$ cat src/rtl/ro_pair_puf_eval_pkg.sv
// Shared types and constants for the RO-pair PUF evaluator.
// Build option: RO_PUF_SCRAMBLE_EN remaps challenge indices through SCRAMBLE_KEY.
package ro_puf_pkg;

  typedef enum logic [1:0] {
    ST_IDLE   = 2'd0,
    ST_SETTLE = 2'd1,
    ST_COUNT  = 2'd2,
    ST_CMP    = 2'd3
  } state_e;

  localparam int          SETTLE_CYC   = 3;
  localparam logic [31:0] SCRAMBLE_KEY = 32'hA;

`ifdef RO_PUF_SCRAMBLE_EN
  localparam bit SCRAMBLE_ON = 1'b1;
`else
  localparam bit SCRAMBLE_ON = 1'b0;
`endif

  // Challenge index -> physical RO index; identity when scrambling is off.
  function automatic logic [31:0] map_ro(input logic [31:0] chal);
    return chal ^ (SCRAMBLE_KEY & {32{SCRAMBLE_ON}});
  endfunction

endpackage

$ cat src/rtl/ro_pair_puf_eval_if.sv
// Request/result bundle between the PUF evaluator and its controller.
// Handshake: start_i is taken only on a clock edge where busy_o is low; done_o is a
// one-cycle pulse after which resp_o/tie_o/err_o/cnt_*_o hold until the next done_o.
interface ro_pair_puf_eval_if #(
  parameter int N_RO  = 16,
  parameter int SEL_W = $clog2(N_RO),
  parameter int CNT_W = 16,
  parameter int WIN_W = 16
);
  logic             start_i;
  logic [SEL_W-1:0] chal_a_i;
  logic [SEL_W-1:0] chal_b_i;
  logic [WIN_W-1:0] win_len_i;
  logic             busy_o;
  logic             done_o;
  logic             resp_o;
  logic             tie_o;
  logic             err_o;
  logic [CNT_W-1:0] cnt_a_o;
  logic [CNT_W-1:0] cnt_b_o;

  modport master (
    output start_i, chal_a_i, chal_b_i, win_len_i,
    input  busy_o, done_o, resp_o, tie_o, err_o, cnt_a_o, cnt_b_o
  );

  modport slave (
    input  start_i, chal_a_i, chal_b_i, win_len_i,
    output busy_o, done_o, resp_o, tie_o, err_o, cnt_a_o, cnt_b_o
  );
endinterface

$ cat src/rtl/ro_pair_puf_eval_edge_counter.sv
// Synchronises one asynchronous RO output and counts its rising edges
// into a saturating counter; clr empties the counter, en gates counting.
module ro_edge_counter #(
  parameter int CNT_W = 16
) (
  input  logic             clk_i,
  input  logic             rst_ni,
  input  logic             ro_i,
  input  logic             clr_i,
  input  logic             en_i,
  output logic [CNT_W-1:0] cnt_o
);
  logic sync1_q, sync2_q, prev_q;
  logic rise;

  // The synchroniser keeps running during clr so it is flushed with the new source.
  always_ff @(posedge clk_i or negedge rst_ni) begin
    if (!rst_ni) begin
      sync1_q <= 1'b0;
      sync2_q <= 1'b0;
      prev_q  <= 1'b0;
    end else begin
      sync1_q <= ro_i;
      sync2_q <= sync1_q;
      prev_q  <= sync2_q;
    end
  end

  assign rise = sync2_q & ~prev_q;

  always_ff @(posedge clk_i or negedge rst_ni) begin
    if (!rst_ni) begin
      cnt_o <= '0;
    end else if (clr_i) begin
      cnt_o <= '0;
    end else if (en_i && rise && (cnt_o != {CNT_W{1'b1}})) begin
      cnt_o <= cnt_o + CNT_W'(1);
    end
  end
endmodule

$ cat src/rtl/ro_pair_puf_eval.sv
// Ring-oscillator pair PUF evaluator: counts two selected ROs over a window and compares.
// Build option: RO_PUF_SCRAMBLE_EN (challenge scrambling, see ro_puf_pkg::map_ro).
module ro_pair_puf_eval
  import ro_puf_pkg::*;
#(
  parameter int N_RO  = 16,
  parameter int SEL_W = $clog2(N_RO),
  parameter int CNT_W = 16,
  parameter int WIN_W = 16
) (
  input  logic              clk_i,
  input  logic              rst_ni,
  input  logic [N_RO-1:0]   ro_i,
  ro_pair_puf_eval_if.slave bus,
  output state_e            dbg_state_o
);
  state_e           state_q, state_d;
  logic [SEL_W-1:0] sel_a_q, sel_b_q;
  logic [WIN_W-1:0] win_q;
  logic [1:0]       settle_q;
  logic             err_q;
  logic [31:0]      phys_a, phys_b;
  logic             start_ok, illegal;
  logic             busy, cnt_clr, cnt_en;
  logic             ro_a, ro_b;
  logic [CNT_W-1:0] cnt_a, cnt_b;
  logic             done_q, resp_q, tie_q, err_out_q;
  logic [CNT_W-1:0] cnt_a_q, cnt_b_q;

  assign phys_a   = map_ro(32'(bus.chal_a_i));
  assign phys_b   = map_ro(32'(bus.chal_b_i));
  assign illegal  = (phys_a == phys_b) || (phys_a >= 32'(N_RO)) || (phys_b >= 32'(N_RO));
  assign start_ok = (state_q == ST_IDLE) && bus.start_i;

  always_ff @(posedge clk_i or negedge rst_ni) begin
    if (!rst_ni) state_q <= ST_IDLE;
    else         state_q <= state_d;
  end

  always_comb begin
    state_d = state_q;
    case (state_q)
      ST_IDLE:   if (start_ok) state_d = illegal ? ST_CMP : ST_SETTLE;
      ST_SETTLE: if (settle_q == 2'd0) state_d = ST_COUNT;
      ST_COUNT:  if (win_q == WIN_W'(1)) state_d = ST_CMP;
      ST_CMP:    state_d = ST_IDLE;
      default:   state_d = ST_IDLE;
    endcase
  end

  always_comb begin
    busy    = (state_q != ST_IDLE);
    cnt_clr = (state_q == ST_SETTLE);
    cnt_en  = (state_q == ST_COUNT);
  end

  // Run parameters are captured once at start; later input changes are ignored.
  always_ff @(posedge clk_i or negedge rst_ni) begin
    if (!rst_ni) begin
      sel_a_q  <= '0;
      sel_b_q  <= '0;
      err_q    <= 1'b0;
      win_q    <= '0;
      settle_q <= '0;
    end else if (start_ok) begin
      sel_a_q  <= phys_a[SEL_W-1:0];
      sel_b_q  <= phys_b[SEL_W-1:0];
      err_q    <= illegal;
      win_q    <= (bus.win_len_i == '0) ? WIN_W'(1) : bus.win_len_i;
      settle_q <= 2'(SETTLE_CYC - 1);
    end else begin
      if ((state_q == ST_SETTLE) && (settle_q != 2'd0)) settle_q <= settle_q - 2'd1;
      if ((state_q == ST_COUNT) && (win_q != WIN_W'(1))) win_q <= win_q - WIN_W'(1);
    end
  end

  assign ro_a = ro_i[sel_a_q];
  assign ro_b = ro_i[sel_b_q];

  ro_edge_counter #(.CNT_W(CNT_W)) u_cnt_a (
    .clk_i  (clk_i),
    .rst_ni (rst_ni),
    .ro_i   (ro_a),
    .clr_i  (cnt_clr),
    .en_i   (cnt_en),
    .cnt_o  (cnt_a)
  );

  ro_edge_counter #(.CNT_W(CNT_W)) u_cnt_b (
    .clk_i  (clk_i),
    .rst_ni (rst_ni),
    .ro_i   (ro_b),
    .clr_i  (cnt_clr),
    .en_i   (cnt_en),
    .cnt_o  (cnt_b)
  );

  always_ff @(posedge clk_i or negedge rst_ni) begin
    if (!rst_ni) begin
      done_q    <= 1'b0;
      resp_q    <= 1'b0;
      tie_q     <= 1'b0;
      err_out_q <= 1'b0;
      cnt_a_q   <= '0;
      cnt_b_q   <= '0;
    end else begin
      done_q <= (state_q == ST_CMP);
      if (state_q == ST_CMP) begin
        err_out_q <= err_q;
        if (err_q) begin
          resp_q  <= 1'b0;
          tie_q   <= 1'b0;
          cnt_a_q <= '0;
          cnt_b_q <= '0;
        end else begin
          resp_q  <= (cnt_a > cnt_b);
          tie_q   <= (cnt_a == cnt_b);
          cnt_a_q <= cnt_a;
          cnt_b_q <= cnt_b;
        end
      end
    end
  end

  assign bus.busy_o  = busy;
  assign bus.done_o  = done_q;
  assign bus.resp_o  = resp_q;
  assign bus.tie_o   = tie_q;
  assign bus.err_o   = err_out_q;
  assign bus.cnt_a_o = cnt_a_q;
  assign bus.cnt_b_o = cnt_b_q;
  assign dbg_state_o = state_q;
endmodule
$ cat src/flat_wrapper.sv
// flat-port wrapper written by rule: the top's interface ports become plain ports
module ro_pair_puf_eval_flat import ro_puf_pkg::*;
#(
  parameter int N_RO  = 16,
  parameter int SEL_W = $clog2(N_RO),
  parameter int CNT_W = 16,
  parameter int WIN_W = 16
)
  (clk_i, rst_ni, ro_i, dbg_state_o, bus_start_i, bus_chal_a_i, bus_chal_b_i, bus_win_len_i, bus_busy_o, bus_done_o, bus_resp_o, bus_tie_o, bus_err_o, bus_cnt_a_o, bus_cnt_b_o);
  ro_pair_puf_eval_if #(.N_RO(N_RO), .SEL_W(SEL_W), .CNT_W(CNT_W), .WIN_W(WIN_W)) bus_i ();
  input  logic clk_i;
  input  logic rst_ni;
  input  logic [N_RO-1:0] ro_i;
  output state_e dbg_state_o;
  input wire logic [$bits(bus_i.start_i)-1:0] bus_start_i;
  input wire logic [$bits(bus_i.chal_a_i)-1:0] bus_chal_a_i;
  input wire logic [$bits(bus_i.chal_b_i)-1:0] bus_chal_b_i;
  input wire logic [$bits(bus_i.win_len_i)-1:0] bus_win_len_i;
  output wire logic [$bits(bus_i.busy_o)-1:0] bus_busy_o;
  output wire logic [$bits(bus_i.done_o)-1:0] bus_done_o;
  output wire logic [$bits(bus_i.resp_o)-1:0] bus_resp_o;
  output wire logic [$bits(bus_i.tie_o)-1:0] bus_tie_o;
  output wire logic [$bits(bus_i.err_o)-1:0] bus_err_o;
  output wire logic [$bits(bus_i.cnt_a_o)-1:0] bus_cnt_a_o;
  output wire logic [$bits(bus_i.cnt_b_o)-1:0] bus_cnt_b_o;
  assign bus_i.start_i = bus_start_i;
  assign bus_i.chal_a_i = bus_chal_a_i;
  assign bus_i.chal_b_i = bus_chal_b_i;
  assign bus_i.win_len_i = bus_win_len_i;
  assign bus_busy_o = bus_i.busy_o;
  assign bus_done_o = bus_i.done_o;
  assign bus_resp_o = bus_i.resp_o;
  assign bus_tie_o = bus_i.tie_o;
  assign bus_err_o = bus_i.err_o;
  assign bus_cnt_a_o = bus_i.cnt_a_o;
  assign bus_cnt_b_o = bus_i.cnt_b_o;
  ro_pair_puf_eval #(.N_RO(N_RO), .SEL_W(SEL_W), .CNT_W(CNT_W), .WIN_W(WIN_W)) u_core (.clk_i(clk_i), .rst_ni(rst_ni), .ro_i(ro_i), .bus(bus_i), .dbg_state_o(dbg_state_o));
endmodule
$ cat config.mk
export PLATFORM = sky130hd
export DESIGN_NAME = ro_pair_puf_eval_flat
export DESIGN_NICKNAME = d
export VERILOG_FILES = /design/src/rtl/ro_pair_puf_eval_pkg.sv /design/src/rtl/ro_pair_puf_eval_if.sv /design/src/rtl/ro_pair_puf_eval_edge_counter.sv /design/src/rtl/ro_pair_puf_eval.sv /design/src/flat_wrapper.sv
export SDC_FILE = /design/constraint.sdc
export NUM_CORES = 1
export LEC_CHECK = 0
export ABC_AREA = 1
export CAP_MARGIN = 25
export CORE_MARGIN = 10
export CORE_UTILIZATION = 43
export CTS_CLUSTER_SIZE = 16
export DETAILED_ROUTE_END_ITERATION = 8
export PLACE_DENSITY = 0.65
export SLEW_MARGIN = 20
export SYNTH_ARGS = -nofsm -noshare
export SYNTH_HDL_FRONTEND = slang
export SYNTH_SLANG_ARGS = --single-unit
export TNS_END_PERCENT = 30
$ cat constraint.sdc
create_clock -name clk_i -period 1.85 [get_ports clk_i]
set_input_delay 0.555 -clock clk_i [delete_from_list [all_inputs] [get_ports clk_i]]
set_output_delay 0.555 -clock clk_i [all_outputs]
set_load 0.02 [all_outputs]
## Yosys cells after proc, flatten, opt, wreduce, memory -nomap -nowiden

Cells that the tools add are included.

| operators by class | value |
|---|---|
| $add $sub $neg | 4 |
| magnitude comparators | 5 |
| equality and inequality tests | 12 |
| mux-type cells | 22 |
| bitwise gates (word level) | 4 |
| reductions and logical operators | 19 |

Operators by type and width:

| kind | count |
|---|---|
| 2-to-1 mux 16 bit | 9 |
| adder 16 x 1 -> 16 bit (second input constant) | 2 |
| != test 16 bit (second input constant) | 2 |
| equality test 16 x 1 -> 1 bit (second input constant) | 1 |
| equality test 16 bit | 1 |
| greater-than comparator 16 bit | 1 |
| logical NOT 16 bit | 1 |
| != test 16 x 1 -> 1 bit (second input constant) | 1 |
| subtractor 16 x 1 -> 16 bit (second input constant) | 1 |
| 2-to-1 mux 2 bit | 6 |
| nonzero test 2 bit | 6 |
| greater-or-equal comparator 4 x 5 -> 1 bit (second input constant) | 2 |
| less-than comparator 4 x 5 -> 1 bit (second input constant) | 2 |
| binary-select mux 1 bit (select 4 bit) | 2 |
| one-hot mux 2 bit (4 select lines) | 1 |
| logical AND 1 bit | 7 |
| equality test 2 bit (second input constant) | 2 |
| equality test 4 bit | 1 |
| logical NOT 2 bit | 2 |
| 2-to-1 mux 1 bit | 4 |
| != test 2 x 1 -> 1 bit (second input constant) | 2 |
| AND reduction 3 bit | 1 |
| bitwise AND 1 bit | 2 |
| equality test 2 x 1 -> 1 bit (second input constant) | 1 |
| other kinds (4) | 6 |

| word-level totals | value |
|---|---|
| bits in registers | 103 |
| bits of input ports | 43 |
| output and inout bits | 39 |
| word-level logic and storage cells | 86 |

## Logic depth before layout (Yosys ltp)

Gate-level depths: netlist of run 1.

| depth | value |
|---|---|
| depth in word-level cells | 6 |
| mapped depth | 13 |

## By module

Synthesis of run 1 repeated with hierarchy kept, for this count alone.

| second synthesis, totals | value |
|---|---|
| cells, all modules | 801 |
| area total of the unflattened synthesis | 6207.2 um^2 |

Modules (own cells, without submodules):

| module | times used | cells an instance | area each (um^2) | sequential area each (um^2) |
|---|---|---|---|---|
| ro_pair_puf_eval | 1 | 503 | 3957.5 | 1626.6 |
| ro_edge_counter | 2 | 149 | 1124.8 | 475.5 |

## Worst setup path after synthesis of run 1

OpenSTA, ideal clock, no wires.

| path | value |
|---|---|
| path kind | register -> register |
| from | register u_core.state_q[0] (netlist: u_core.dbg_state_o[0]) |
| to | register u_core.win_q[11] |
| arrival | 1.653 ns |
| data required time | 1.784 ns |
| setup slack | 0.132 ns |
| cell stages (with the launch flop) | 8 |
| clock period less this slack | 1.718 ns |
| cells stage by stage | dfrtp_1 -> inv_1 -> ha_1 -> nand2_1 -> clkbuf_1 -> buf_1 -> nand3_1 -> nand2_1 |

| on the way | value |
|---|---|
| word-level cells in the longest chain between the ends | 3 |

RTL lines:

| what | line | RTL |
|---|---|---|
| start: declaration | ro_pair_puf_eval.sv:17 | `state_e state_q, state_d;` |
| start signal: assignment | ro_pair_puf_eval.sv:37 | `else state_q <= state_d;` |
| equality test 2 bit or logical NOT 2 bit (tied branches) | ro_pair_puf_eval.sv:73, ro_pair_puf_eval.sv:33 |  |
| logical AND 1 bit, on equally long branches | ro_pair_puf_eval.sv:73, ro_pair_puf_eval.sv:33 |  |
| nonzero test 2 bit (no source line) or 2-to-1 mux 16 bit (tied branches) | -- |  |
| end signal: assignment | ro_pair_puf_eval.sv:69 | `win_q <= (bus.win_len_i == '0) ? WIN_W'(1) : bus.win_len_i;` |
| end signal: assignment | ro_pair_puf_eval.sv:73 | `if ((state_q == ST_COUNT) && (win_q != WIN_W'(1))) win_q <= win_q - WIN_W'(1);` |
| end: declaration | ro_pair_puf_eval.sv:19 | `logic [WIN_W-1:0] win_q;` |

Several ways; a longest one is shown, not always the timed one.
A chain may end at the register's enable or synchronous reset.

## Worst setup path after layout of run 1

| path | value |
|---|---|
| from | register u_core.state_q[1] (netlist: u_core.dbg_state_o[1]) |
| to | output port bus_busy_o |

| on the way | value |
|---|---|
| word-level cells in the longest chain between the ends | 1 |

RTL lines:

| what | line | RTL |
|---|---|---|
| nonzero test 2 bit | ro_pair_puf_eval.sv:52 | `busy = (state_q != ST_IDLE);` |
| end: declaration | flat_wrapper.sv:19 | `output wire logic [$bits(bus_i.busy_o)-1:0] bus_busy_o;` |

Every way passes these cells.

==> results of run 1 <==
[registers in the layout (all words and copies together), names as in the netlist, 2 cells and up]
register and count:
u_core.settle_q 2, u_core.bus.cnt_a_o 16, u_core.dbg_state_o 2, u_core.bus.cnt_b_o 16, u_core.win_q 16, u_core.u_cnt_a.cnt_o 16
u_core.u_cnt_b.cnt_o 16, u_core.sel_b_q 4, u_core.sel_a_q 4
[synthesized netlist by cell type (all sizes together), types with 12 or more instances]
cell	number
a21oi	21
clkbuf	18
dfrtp	103
ha	26
inv	86
nand2	249
nand3	72
nand4	22
nor2	78
o211ai	12
o21ai	90
xor2	14
[stage by stage]
stage	hold WS, ps	total power (uW)	util [%]	setup WS, ps	TNS (ps)
CTS	290.5	5002	53.51	-29.14	-29.14
global route	321.1	5198	53.63	-34.43	-72.25
finish	266.3	4971	53.63	77.20	0
detailed placement	334.7	3216	51.88	-52.06	-92.75
floorplan	259.4	2902	-	131.7	0
global placement	334.5	3205	51.88	-39.83	-39.83
[path summary, 6_finish.rpt]
| check | from | end | cells past startpoint |
|---|---|---|---|
| setup / recovery | u_core.dbg_state_o[1] | bus_busy_o | 4 |
| hold / removal | rst_ni | u_core.bus.cnt_b_o[15] | 2 |
| min in group clk_i | u_core.u_cnt_a.sync1_q | u_core.u_cnt_a.sync2_q | 0 |
| hold reg to reg | u_core.u_cnt_a.sync1_q | u_core.u_cnt_a.sync2_q | 0 |
| max in group asynchronous | rst_ni | u_core.win_q[10] | 2 |
| setup reg to reg | u_core.u_cnt_b.cnt_o[1] | u_core.u_cnt_b.cnt_o[13] | 9 |
[power by group through the flow]
stage	combinational [uW]	sequential (uW)	clock (uW)
2_1_floorplan	451	2450	0
3_3_place_gp	732	2470	0
3_5_place_dp	741	2480	0
4_1_cts	751	2430	1820
5_1_grt	850	2450	1900
6_report	752	2440	1780
[layer usage]
| layer | routed length, um | part of all wire [%] | track usage (%) |
|---|---|---|---|
| met1 | 7310 | 48 | 20.48 |
| met2 | 6835 | 45 | 24.42 |
| met3 | 846 | 5.5 | 4.041 |
| met4 | 254 | 1.7 | 6.049 |
| met5 | 0 | 0 | 0 |
[cell families (layout without fill, tap and decap cells)]
logic type	Yosys count	in the layout	synth area share [%]
compound gates	130	130	11.88
xor+xnor	14	14	2.040
simple gates	428	428	30.18
buf+inv	114	213	7.617
fa+ha+maj	26	26	5.411
flops	103	103	42.87
[final cells by class]
| class | instances | area [um^2] |
|---|---|---|
| fill | 1410 | 6386 |
| inverter | 88 | 330.3 |
| clock inverter | 4 | 22.52 |
| sequential | 103 | 2577 |
| multi-input combinational | 598 | 2990 |
| tap | 180 | 225.2 |
| timing repair buffer | 110 | 998.5 |
| clock buffer | 11 | 242.7 |
[repair_timing]
action | 4_1_cts | 5_1_grt
endpoints found under the hold margin | 0 | 0
endpoints found under the setup margin | 40 | 24
setup buffers | 0 | 2
pin swaps | 0 | 1
resized for setup | 42 | 4
hold buffers | 0 | 0
[worst max-delay path, cell delays in order (launching register included)]
cell	delay, ps
dfrtp_1	380
inv_1	80
ha_1	180
inv_1	60
buf_2	160
==> key figures, run 1 <==
Outcome
  • Status: completed

Floorplanning
  • Die Y: 138.2 um
  • I/O pin count: 82
  • Row count: 43
  • Starting Density: 43.65%
  • Die width: 138.2 um
  • Core area: 13770 um^2
  • Die Area: 19110 um^2

Pwr
  • Reg power frac: 49.0%
  • Power Density: 672.9 nW/um^2
  • Internal power: 3580 uW
  • Net switching power: 1391 uW
  • Power share of the clock group: 35.8%
  • Leak: 0.003620 uW
  • Worst vdd ir: 407.8 uV
  • Switching Fraction: 27.98%
  • Comb power frac: 15.1%

Cells and area
  • Synth-to-Final Area Change: 22.87%
  • N_diodes: 0
  • Most common cell after layout, fill and taps aside: nand2_1
  • Commonest non-fill, non-tap cells in the layout: 245 x nand2_1, 103 x dfrtp_1, 82 x inv_1
  • Fin area: 7387 um^2
  • Nets: 979
  • Finished Layout Cells: 1094
  • Share of cells above drive strength 1: 7.221%

Logic synthesis
  • Synth unique cells: 34
  • Number of synthesized flops with an enable pin: 0
  • Cell taking the most area after synthesis: dfrtp_1
  • Post-Synthesis Net Count: 884
  • Synth Instances: 815
  • #FFs+latches synth: 103
  • Part of the Yosys area used for sequential elements: 42.87%
  • Post-synthesis async set-or-reset flop share: 100.0%
  • Post-Syn Area: 6012 um^2
  • Yosys warns: 0
  • Share of the synthesized area in the top cell type: 42.87%
  • Largest cells by area after synthesis: dfrtp_1 43%, nand2_1 15%, o21ai_0 6.1%
  • Avg Cell Area, Syn: 7.377 um^2
  • Most used DFF post-synth: dfrtp_1

Drt
  • DRC viols: 0
  • Initial drt markers: 339
  • Drt via density: 5.023
  • Wire per inst: 13.94 um
  • Final Routed Wirelength: 15250 um
  • Vias after detailed routing: 5495
  • Router iterations before antenna repair: 5
  • Routed Antenna Nets: 0

Place
  • I/O Buffers: 81
  • Final HPWL DP: 11430 um
  • Final GP Congestion: 0.8566
  • Dpl cells: 1077
  • Dpl cell area: 7146 um^2

STA
  • Max-slew violation count: 0
  • Final setup violation count: 0
  • Final period util: 95.83%
  • Peak Freq: 564.1 MHz
  • Tmin final: 1773 ps
  • Slew HR: 63.21%
  • Clock skew: 11.92 ps
  • Worst Tran Pin Value: 551.8 ps
  • Hold Violations, Final: 0
  • Unrepaired setup endpoints after global routing: yes

Setup path
  • Crit path kind: flip-flop to primary output
  • Req. time, crit path: 1290 ps
  • Top fanout value on the critical path: 2
  • Reg2reg setup slack: 120 ps
  • Arrival time worst endpoint: 1220 ps
  • CP Launch Type: flip-flop
  • Critical path capture point type: primary output

Clock network
  • Latest clock arrival within the worst-skew pair: 360 ps
  • CTS tree: yes
  • CTS max path bufs: 2
  • Number of CTS-inserted buffers: 9
  • Root buffer cell: clkbuf_16
  • Clk sink count: 103
  • Clk slew on worst S/H paths: 70 ps
  • H-tree depth: 3

Global routing
  • Overflow left after global routing: 0
  • GRT Total Usage: 15.72%
  • Largest net degree at the start of global routing: 104
  • Vias in the first global route: 5250
  • Initial antenna violation count: 0
  • Global-route wire length before repair: 25640 um

Hold path
  • Hold/Removal Path Class: input pin to asynchronous set/reset pin

Run
  • Maxcap violations: 0
(Power assumes the default switching activity.)
==> run 2, diff against run 1 <==
--- a/config.mk
+++ b/config.mk
@@ -6,12 +6,10 @@
 export NUM_CORES = 1
 export LEC_CHECK = 0
 export ABC_AREA = 1
-export CAP_MARGIN = 25
 export CORE_MARGIN = 10
-export CORE_UTILIZATION = 43
+export CORE_UTILIZATION = 35
 export CTS_CLUSTER_SIZE = 16
 export DETAILED_ROUTE_END_ITERATION = 8
-export PLACE_DENSITY = 0.65
 export SLEW_MARGIN = 20
 export SYNTH_ARGS = -nofsm -noshare
 export SYNTH_HDL_FRONTEND = slang
==> key figures, run 2 (synthesized netlist as in run 1, its figures left out) <==
Setup path
  • Arrival time worst endpoint: 1230 ps
  • Top fanout value on the critical path: 2
  • Crit path max-delay family: flip-flops
  • Worst r2r src: u_core.dbg_state_o[0]
  • Req. time, crit path: 1290 ps
  • CP dominant cell by count: inv_1
  • Crit path from: u_core.dbg_state_o[0]
  • CP max stage delay: 380 ps
  • Crit-path cells: inv_1 > ha_2 > inv_1 > buf_4
  • Crit path kind: flip-flop to primary output
  • Buf/Inv on CP: 3
  • Critical path capture point type: primary output
  • Critical-path top delay cell: dfrtp_1
  • CP Launch Type: flip-flop

Cells and area
  • Most common cell after layout, fill and taps aside: nand2_1
  • Layout filler cell count: 1737
  • Reg area: 2577 um^2
  • Commonest non-fill, non-tap cells in the layout: 244 x nand2_1, 103 x dfrtp_1, 81 x inv_1
  • N_diodes: 0
  • Multi-input gate area: 2999 um^2
  • Share of cells above drive strength 1: 7.961%
  • Nets: 982
  • Synth-to-Final Area Change: 25.45%

Drt
  • Wire per inst: 13.85 um
  • DRC viols: 0
  • Initial drt markers: 351
  • Router iterations before antenna repair: 5
  • Final Routed Wirelength: 15750 um
  • Routed Antenna Nets: 0
  • Vias after detailed routing: 5428
  • Drt via density: 4.774

Clock network
  • Clk slew on worst S/H paths: 70 ps
  • CTS max path bufs: 2
  • Root buffer cell: clkbuf_16
  • Clk sink count: 103
  • H-tree depth: 3
  • CTS tree: yes
  • Latest clock arrival within the worst-skew pair: 350 ps
  • Number of CTS-inserted buffers: 9

STA
  • Clock skew: 8.281 ps
  • Worst Tran Pin Value: 491.0 ps
  • Peak Freq: 561.5 MHz
  • Final setup TNS: 0 ps
  • Final period util: 96.27%
  • Max-slew violation count: 0
  • Slew HR: 67.27%
  • Hold Violations, Final: 0
  • Unrepaired setup endpoints after global routing: yes
  • Tmin final: 1781 ps
  • Final setup violation count: 0
  • Hold Worst Slack: 175.1 ps

Global routing
  • Global-route wire length before repair: 26720 um
  • Initial antenna violation count: 0
  • GRT Total Usage: 14.39%
  • Overflow left after global routing: 0
  • Largest net degree at the start of global routing: 67
  • Vias in the first global route: 5359

Hold path
  • Hold/Removal Path Class: input pin to asynchronous set/reset pin

Outcome
  • Status: completed

Pwr
  • Power Density: 681.7 nW/um^2
  • Leak: 0.003662 uW
  • Worst vdd ir: 485.8 uV

Floorplanning
  • Core area: 16700 um^2
  • Row count: 47
  • Die Y: 151.1 um
  • Die Area: 22820 um^2
  • Die width: 151.1 um
  • Starting Density: 36.00%
  • I/O pin count: 82

Place
  • I/O Buffers: 81
  • Final HPWL DP: 11870 um
  • Final GP Congestion: 0.8562

Run
  • Maxcap violations: 0
run 2: changes by cell type in the layout (fill, tap and decap cells not counted), sizes merged:
cell	change
clkbuf	+1
clkinv	-1
inv	-1
buf	+3
bufinv	+1
run 2: layer usage:
metal,vias to the layer above,part of all wire [%],track usage [%]
met1,2451,48,19.28
met5,-,0,0
met3,8,5.5,3.580
li1,2857,-,-
met2,112,46,23.05
met4,0,0.70,2.936
run 2: area by class of cell:
| type | instances | share of cell area (%) |
|---|---|---|
| Tap cell | 220 | 3.650 |
| Multi-Input combinational cell | 598 | 39.76 |
| Clock inverter | 3 | 0.5640 |
| Clock buffer | 12 | 3.401 |
| Inverter | 88 | 4.380 |
| Sequential cell | 103 | 34.17 |
| Timing Repair Buffer | 113 | 14.07 |
run 2: final timing paths:
check / endpoint / depth (start not counted) / slack [ps]
worst min-delay path: u_core.u_cnt_b.cnt_o[11] / 2 / 180
worst max-delay path: bus_busy_o / 4 / 70
max in group asynchronous: u_core.win_q[0] / 2 / 1320
worst max register to register: u_core.u_cnt_b.cnt_o[3] / 10 / 140
min in group clk_i: u_core.u_cnt_b.sync2_q / 0 / 350
worst min register to register: u_core.u_cnt_b.sync2_q / 0 / 350
run 2: metrics by stage:
stage	setup slack, ps	power [uW]	area (um^2)	instances	util, %
2_1_floorplan	131.7	2902	6012	815	-
5_1_grt	-19.03	5421	7542	1137	45.16
3_5_place_dp	-57.25	3234	7251	1121	43.41
4_1_cts	1.151	5200	7497	1136	44.89
3_3_place_gp	-20.99	3217	7251	1121	43.41
6_report	69.07	5142	7542	1137	45.16
run 2: timing repair:
action,CTS,global route
buffers inserted,0,1
gates resized for setup,42,9
setup endpoints to repair,39,30
pin swaps,0,2
hold buffers,0,0
run 2: power by group:
| part | total [uW] | switching [uW] | internal [uW] |
|---|---|---|---|
| Sequential | 2430 | 95.5 | 2330 |
| Clock | 1950 | 832 | 1110 |
| Combinational | 768 | 443 | 325 |
| Total | 5140 | 1370 | 3770 |
==> run 3, diff against run 2 <==
--- a/config.mk
+++ b/config.mk
@@ -10,7 +10,6 @@
 export CORE_UTILIZATION = 35
 export CTS_CLUSTER_SIZE = 16
 export DETAILED_ROUTE_END_ITERATION = 8
-export SLEW_MARGIN = 20
 export SYNTH_ARGS = -nofsm -noshare
 export SYNTH_HDL_FRONTEND = slang
 export SYNTH_SLANG_ARGS = --single-unit
==> results of run 3 <==
No change in the layout: final DEF, timing and power equal those of run 2.
